`config.mk`:
```
export PLATFORM = sky130hd
export DESIGN_NAME = pse_host
export DESIGN_NICKNAME = d
export VERILOG_FILES = /design/src/rtl/pse_pkg.sv /design/src/rtl/pse_host_term.sv /design/src/rtl/pse_host.sv
export SDC_FILE = /design/constraint.sdc
export NUM_CORES = 1
export LEC_CHECK = 0
export CORE_MARGIN = 8
export CORE_UTILIZATION = 56
export DETAILED_ROUTE_END_ITERATION = 10
export PLACE_DENSITY = 0.83
export SKIP_CTS_REPAIR_TIMING = 1
export SYNTH_ARGS = -nofsm -noshare
export SYNTH_HDL_FRONTEND = slang
export SYNTH_SLANG_ARGS = --single-unit
```
`constraint.sdc`:
```
create_clock -name clk -period 10.95 [get_ports clk]
set_clock_uncertainty 0.2 [all_clocks]
set_input_delay 1.095 -clock clk [delete_from_list [all_inputs] [get_ports clk]]
set_output_delay 1.095 -clock clk [all_outputs]
set_load 0.01 [all_outputs]
```
`src/rtl/pse_pkg.sv`:
```
// pse_pkg: shared widths, limits and FSM states for the PSE host.
package pse_pkg;
   localparam int CW = 10;
   localparam int NW = 3;
   localparam int MAX_PTS = 6;
   localparam int TW = 21;
   localparam int AW = 23;
   localparam int ACCW = 24;
   typedef enum logic [2:0] {IDLE, SEND, WAIT, RECV, FINISH, ERROR} state_t;
endpackage

```
`src/rtl/pse_host_term.sv`:
```
// shoelace_term: one cross-product term xa*yb - xb*ya of the shoelace sum,
// returned as a 21-bit two's complement value.
module shoelace_term
   import pse_pkg::*;
(
   input  logic [CW-1:0] xa,
   input  logic [CW-1:0] ya,
   input  logic [CW-1:0] xb,
   input  logic [CW-1:0] yb,
   output logic [TW-1:0] term
);
   logic [2*CW-1:0] p, q;
   assign p = {{CW{1'b0}}, xa} * {{CW{1'b0}}, yb};
   assign q = {{CW{1'b0}}, xb} * {{CW{1'b0}}, ya};
   assign term = {1'b0, p} - {1'b0, q};
endmodule

```
`src/rtl/pse_host.sv`:
```
// pse_host: streams a point set to the PSE, collects the sorted burst and
// computes twice the enclosed polygon area with its orientation.
module pse_host
   import pse_pkg::*;
#(
   parameter int TIMEOUT = 255,
   parameter int MAXPTS = MAX_PTS
) (
   input  logic          clk,
   input  logic          reset,
   input  logic          wr_en,
   input  logic [2:0]    wr_addr,
   input  logic [9:0]    wr_x,
   input  logic [9:0]    wr_y,
   input  logic          start,
   input  logic [2:0]    num,
   output logic          busy,
   output logic          done,
   output logic          err,
   output logic [22:0]   area2,
   output logic          cw,
   input  logic [2:0]    rd_addr,
   output logic [9:0]    rd_x,
   output logic [9:0]    rd_y,
   output logic [9:0]    pse_xin,
   output logic [9:0]    pse_yin,
   output logic [2:0]    pse_point_num,
   input  logic          pse_valid,
   input  logic [9:0]    pse_xout,
   input  logic [9:0]    pse_yout
);
   localparam int WW = $clog2(TIMEOUT + 1);
   localparam logic [NW-1:0] MP = NW'(MAXPTS);
   state_t state, nxt;
   logic [NW-1:0] n, cnt;
   logic [WW-1:0] wcnt;
   logic [CW-1:0] src_x [MAXPTS];
   logic [CW-1:0] src_y [MAXPTS];
   logic [CW-1:0] res_x [MAXPTS];
   logic [CW-1:0] res_y [MAXPTS];
   logic [CW-1:0] xa, ya, xb, yb;
   logic [TW-1:0] term;
   logic signed [ACCW-1:0] acc, sum, mag;
   logic num_ok, fin;
   assign num_ok = num >= NW'(3) && num <= MP;
   assign fin = state == FINISH;
   assign busy = state != IDLE;
   assign rd_x = rd_addr < MP ? res_x[rd_addr] : '0;
   assign rd_y = rd_addr < MP ? res_y[rd_addr] : '0;
   // One multiplier pair: the running term in RECV, the closing edge in FINISH.
   assign xa = fin ? res_x[n - 1'b1] : res_x[cnt - 1'b1];
   assign ya = fin ? res_y[n - 1'b1] : res_y[cnt - 1'b1];
   assign xb = fin ? res_x[0] : pse_xout;
   assign yb = fin ? res_y[0] : pse_yout;
   shoelace_term u_term (.xa(xa), .ya(ya), .xb(xb), .yb(yb), .term(term));
   assign sum = acc + {{(ACCW-TW){term[TW-1]}}, term};
   assign mag = sum[ACCW-1] ? -sum : sum;
   always_ff @(posedge clk or posedge reset) begin
      if (reset) state <= IDLE;
      else state <= nxt;
   end
   always_comb begin
      nxt = state;
      case (state)
         IDLE:    nxt = start ? (num_ok ? SEND : ERROR) : IDLE;
         SEND:    nxt = cnt == n ? WAIT : SEND;
         WAIT:    nxt = pse_valid ? RECV : (wcnt == WW'(TIMEOUT - 1) ? ERROR : WAIT);
         RECV:    nxt = !pse_valid ? ERROR : (cnt == n - 1'b1 ? FINISH : RECV);
         default: nxt = IDLE;
      endcase
   end
   always_ff @(posedge clk or posedge reset) begin
      if (reset) begin
         for (int i = 0; i < MAXPTS; i++) begin
            src_x[i] <= '0;
            src_y[i] <= '0;
            res_x[i] <= '0;
            res_y[i] <= '0;
         end
         n <= '0;
         cnt <= '0;
         wcnt <= '0;
         acc <= '0;
         area2 <= '0;
         cw <= 1'b0;
         done <= 1'b0;
         err <= 1'b0;
         pse_xin <= '0;
         pse_yin <= '0;
         pse_point_num <= '0;
      end else begin
         done <= fin;
         err <= state == ERROR;
         case (state)
            IDLE: begin
               if (wr_en && wr_addr < MP) begin
                  src_x[wr_addr] <= wr_x;
                  src_y[wr_addr] <= wr_y;
               end
               if (start && num_ok) begin
                  n <= num;
                  pse_point_num <= num;
                  acc <= '0;
                  pse_xin <= src_x[0];
                  pse_yin <= src_y[0];
                  cnt <= NW'(1);
               end
            end
            SEND: begin
               pse_xin <= cnt == n ? '0 : src_x[cnt];
               pse_yin <= cnt == n ? '0 : src_y[cnt];
               cnt <= cnt == n ? cnt : cnt + 1'b1;
               wcnt <= '0;
            end
            WAIT: begin
               wcnt <= wcnt + 1'b1;
               if (pse_valid) begin
                  res_x[0] <= pse_xout;
                  res_y[0] <= pse_yout;
                  cnt <= NW'(1);
               end
            end
            RECV: begin
               if (pse_valid) begin
                  res_x[cnt] <= pse_xout;
                  res_y[cnt] <= pse_yout;
                  acc <= sum;
                  cnt <= cnt + 1'b1;
               end
            end
            FINISH: begin
               area2 <= mag[AW-1:0];
               cw <= sum[ACCW-1];
               pse_point_num <= '0;
            end
            default: pse_point_num <= '0;
         endcase
      end
   end
endmodule

```
==> results of run 1 <==
[cell usage in the layout, fill, tap and decap left out, types with 55 or more instances in the layout]
master           count
nand2_1            218
mux2_2             246
mux4_2              60
nor2_1             145
fa_1               163
clkdlybuf4s50_1    122
inv_1              246
mux2i_1             99
ha_1               132
dfrtp_1            327
o21ai_0             55
[metrics by stage]
stage               area [um2]  utilization  hold slack (ps)  instances
floorplan                25310            -            251.9       2377
global placement         27410       0.6093            266.6       3043
detailed placement       27410       0.6093            276.6       3043
CTS                      28650       0.6368            289.2       3109
global route             28690       0.6377            304.3       3110
finish                   28690       0.6377            284.5       3110
[registers in the layout, summed over array words and instances (netlist names), 8 cells and up]
register / count
src_x: 60
area2: 23
src_y: 60
pse_yin: 10
acc: 24
res_y: 60
pse_xin: 10
res_x: 60
wcnt: 8
[logic make-up (layout without fill, tap and decap cells)]
family | after synthesis | after routing
AO/OA/AOI/OAI | 344 | 344
XOR/XNOR | 62 | 62
adder cells (fa/ha/maj) | 295 | 295
buffers and inverters | 364 | 496
flip-flops | 330 | 330
multiplexers | 405 | 405
other | 0 | 1
AND/OR/NAND/NOR | 577 | 577
[final cells by class]
type                       instances  area [um2]  area share
sequential                       330        8262      0.2880
antenna                            1       2.502  0.00008723
multi-input combinational       1683       15770      0.5498
inverter                         248       938.4     0.03271
timing repair buffer             182        1727     0.06019
tap                              600       750.7     0.02617
clock buffer                      57        1111     0.03873
clock inverter                     9       123.9    0.004318
[Yosys cell counts (all sizes together) (5+ instances only)]
| master | number | share of area |
|---|---|---|
| and2 | 34 | 0.0084 |
| a21o | 19 | 0.0056 |
| o22ai | 41 | 0.010 |
| dfrtp | 330 | 0.33 |
| a31oi | 9 | 0.0028 |
| xor2 | 26 | 0.0093 |
| nor2b | 39 | 0.0096 |
| a211oi | 8 | 0.0024 |
| nand4 | 15 | 0.0037 |
| o211ai | 5 | 0.0017 |
| mux2 | 246 | 0.11 |
| a41oi | 5 | 0.0023 |
| a21oi | 40 | 0.0082 |
| nand3 | 45 | 0.0091 |
| ha | 132 | 0.065 |
| o21ai | 80 | 0.016 |
| and4 | 5 | 0.0017 |
| buf | 23 | 0.0044 |
| a22oi | 40 | 0.012 |
| nand2 | 220 | 0.033 |
| nand2b | 28 | 0.0069 |
| clkbuf | 93 | 0.014 |
| and3 | 9 | 0.0022 |
| mux4 | 60 | 0.053 |
| mux2i | 99 | 0.039 |
| a221oi | 46 | 0.016 |
| xnor2 | 36 | 0.012 |
| nor2 | 145 | 0.022 |
| nor3 | 19 | 0.0038 |
| inv | 248 | 0.037 |
| o21a | 8 | 0.0024 |
| fa | 163 | 0.13 |
| a221o | 13 | 0.0051 |
[worst register-to-register path, delay by kind of cell (launching register included)]
family | cells | cell delay, ps
buf+inv | 7 | 910
fa+ha+maj | 10 | 4630
simple gates | 4 | 950
flops | 1 | 460
mux | 2 | 630
compound gates | 10 | 2140
xor+xnor | 3 | 530
[worst paths after layout]
kind | endpoint | slack [ps] | start
min in group asynchronous | err | 940 | reset
setup / recovery | area2[4] | 410 | cnt[1]
hold reg to reg | area2[13] | 280 | area2[13]
setup reg to reg | area2[4] | 410 | cnt[1]
hold / removal | area2[13] | 280 | area2[13]
max in group asynchronous | res_x[29] | 7210 | reset
[per-layer routing]
layer  vias up  part of all wire  track usage
met4         0             0.038       0.1101
met3       210             0.077      0.05038
met2       903              0.49       0.4382
met1      9887              0.39       0.3199
li1       8510                 -            -
met5         -                 0            0
==> flow_summary.toml, run 1 <==
[timing]
hold_viol = 0
fin_crit_ps = 10540
rsz0062_at_grt = "yes"
fmax_ghz = 0.09490
fin_setup_tns_ps = 0
fin_crit_sh = 0.9623
finalSetupViolCount = 0
relSlewSlack = 0.1645
slew_viol_final = 0
worst_pin_slew_ps = 1250
finalWorstSetupSlack_ps = 412.8

[status]
outcome = "finished, final reports clean"

[yosys]
synth_compound_area_frac = 0.09564
syn_avg_cell_area_um2 = 10.65
synth.cell_area_um2 = 25310
async_reset_ff_frac = 1.000
synthXorXnorAreaFrac = 0.02175
synthSimpleGateAreaFrac = 0.1053
synth_fp_nets = 2726
synth_cell_type_count = 72
synthMuxAreaShare = 0.2020
synth_top_family_by_area = "multiplexers"
synth-main-ff-cell = "dfrtp_1"
synth-warning-count = 0
yosys.area_share.adder = 0.1941
synth_cells = 2377
synth_edf_count = 0
ys_seq_area_frac = 0.3262
ys_ff_latch = 330

[critical_path]
cpPeakStageDelay_ps = 610
r2r_cells = 36
cp.arrival_ps = 10780
start_kind = "flop"
critPathTopFamily = "adder cells"
worst-setup-path-type = "flop to flop"
critPathMostFrequentCell = "fa_1"
critPathMaxFanout = 41
cp.depth = 36
cp.required_ps = 11190
critPathCaptureType = "flop"
crit_buf_inv = 7
critPathSlowestCell = "fa_1"

[floorplan]
rows = 78
die_y_um = 228.6
initial_utilization = 0.5627
coreArea_um2 = 44990
die_x_um = 228.6
die_area_um2 = 52260
ios = 124

[drt]
wire_per_inst_um = 22.16
viasPerCell = 6.273
postRouteAntennaNets = 0
drc = 0
wl_mm = 68.92
drtIter0Drc = 1558
dr.pass1.iters = 8
via_count = 19510

[cts]
cts_tree = "built"
cts_root_buf = "clkbuf_16"
clockBufferDepth = 3
cts_buffers = 37
htreeDepth = 2
clock_latency_ps = 570
clock_sinks = 330
path_clk_slew_ps = 60

[finish]
drive_gt1_frac = 0.1837
finalNetCount = 2831
nFillCells = 3346
syn_to_final_growth_pct = 13.33

[placement]
routabilityCongestion = 0.9419
dp_hpwl_mm = 47.97
post-place-ws_ps = 343.0
io_buffer_count = 123

[grt]
grtUsageTotal = 0.2584
grt_max_degree = 127
grt_pass1_wl_mm = 109.9
antenna_found_initial = 2
overflow = 0
grt_pass1_vias = 20380

[worst_hold_path]
min_path_cells = 2
hold_class = "flop to flop"

[run]
cap_violations = 0
Power of run 1 is left out: the tool's default activity adds up to more than one toggle a clock period on the data nets, which glitch-free logic cannot reach.
==> run 2, diff against run 1 <==
- CORE_UTILIZATION: 56 -> 43
- PLACE_DENSITY: 0.83 -> 0.65
- clock period: 10.95 -> 12.9 ns (I/O delays scaled with it)
==> run 2 against run 1 <==
  * Count of clock-buffer cells in the layout unchanged
  * Largest cell class unchanged
  * Highest routed layer is now met5
  * Via count fell by 4.1%
  * Critical path depth did not move
  * Sequential share of layout area decreased by 0.051 points
  * Critical endpoint unchanged
  * Final area rose by 0.16%
  * Sequential cell count unchanged
==> flow_summary.toml, run 2 (same netlist as run 1, synthesis figures left out) <==
[timing]
relSlewSlack = 0.2361
worst_pin_slew_ps = 1146
finalSetupViolCount = 0
rsz0062_at_grt = "no"
hold_viol = 0
fin_crit_sh = 0.9147
fmax_ghz = 0.08475
slew_viol_final = 0
fin_setup_tns_ps = 0
fin_crit_ps = 11800

[critical_path]
cp-endpoint = "area2[4]"
cp.depth = 36
start_kind = "flop"
r2r_slack_ps = 1100
worst-setup-path-type = "flop to flop"
critPathMostFrequentCell = "fa_1"
critPathTopFamily = "adder cells"
critPathSlowestCell = "xor2_2"
critPathMaxFanout = 34
cp.required_ps = 13140
cpPeakStageDelay_ps = 910
r2r_cells = 36
crit_buf_inv = 7
rr_startpoint = "cnt[1]"
critPathCaptureType = "flop"
crit_path_start = "cnt[1]"
timing.rr.end = "area2[4]"
cp.arrival_ps = 12030

[finish]
diodes = 0
drive_gt1_frac = 0.1776
finalNetCount = 2817
layout.cells.non_filler = 3267
final_common_cell = "dfrtp_1"
fin_area_um2 = 28740
final_cell_mix = "dfrtp_1, mux2_2, inv_1"
syn_to_final_growth_pct = 13.51

[drt]
via_count = 18717
drtIter0Drc = 1280
dr.pass1.iters = 6
wire_per_inst_um = 20.83
wl_mm = 68.04
drc = 0
viasPerCell = 5.729
postRouteAntennaNets = 0

[grt]
grtUsageMet1 = 0.2618
grt_max_degree = 133
grt_pass1_wl_mm = 108.9
antenna_found_initial = 1
grtUsageMet3 = 0.02889
busiest_layer = "met2"
grtUsageTotal = 0.2009
grt_pass1_vias = 19490
grtUsageMet2 = 0.3462
overflow = 0

[placement]
dp_hpwl_mm = 48.49
routabilityCongestion = 0.8667
io_buffer_count = 123
dp_cells = 3202
placed_cell_area_um2 = 27470

[cts]
cts_buffers = 37
htreeDepth = 2
cts_root_buf = "clkbuf_16"
clockBufferDepth = 3
cts_tree = "built"
clock_latency_ps = 560
path_clk_slew_ps = 60
clock_sinks = 330

[floorplan]
die_area_um2 = 66890
rows = 89
die_x_um = 258.6
coreArea_um2 = 58570
ios = 124
die_y_um = 258.6
initial_utilization = 0.4322

[worst_hold_path]
min-delay-start = "area2[1]"
hold_class = "flop to flop"

[status]
outcome = "finished, final reports clean"

[run]
cap_violations = 0
## run 2: worst min-delay path by stage
stage	end	slack, ps	cells past startpoint
finish	area2[1]	280	2
global route	area2[1]	310	2
floorplan	wcnt[7]	250	1
global placement	wcnt[7]	270	1
CTS	area2[1]	290	2
detailed placement	area2[1]	280	2
## run 2: layout make-up
| class | count | area [um2] |
|---|---|---|
| fillers | 5301 | 29840 |
| repair buffers | 168 | 1564 |
| clock buffers | 57 | 1121 |
| inverters | 248 | 938.4 |
| well taps | 773 | 967.2 |
| flip-flops and latches | 330 | 8260 |
| multi-input cells | 1683 | 15740 |
| clock inverters | 8 | 145.1 |
## run 2: tightest hold or removal path: stages (launching register included)
cell and delay (ps):
dfrtp_1 340, nand2_1 50, o21ai_1 60
## run 2: per-layer routing
metal  up-vias  wire, um
li1       8472         -
met1      9605     28810
met2       529     34100
met3       109      3412
met4         2      1706
met5         -         9
## run 2: per-stage QoR
| stage | hold WS [ps] | setup slack (ps) | utilization |
|---|---|---|---|
| final | 284.0 | 1100 | 0.4906 |
| after global routing | 311.5 | 276.5 | 0.4906 |
| after CTS | 291.1 | 1115 | 0.4906 |
| after detailed placement | 279.0 | 1147 | 0.4690 |
| after global placement | 272.8 | 1407 | 0.4690 |
| after floorplan | 251.9 | 2270 | - |
Power of run 2 is left out for the same reason.
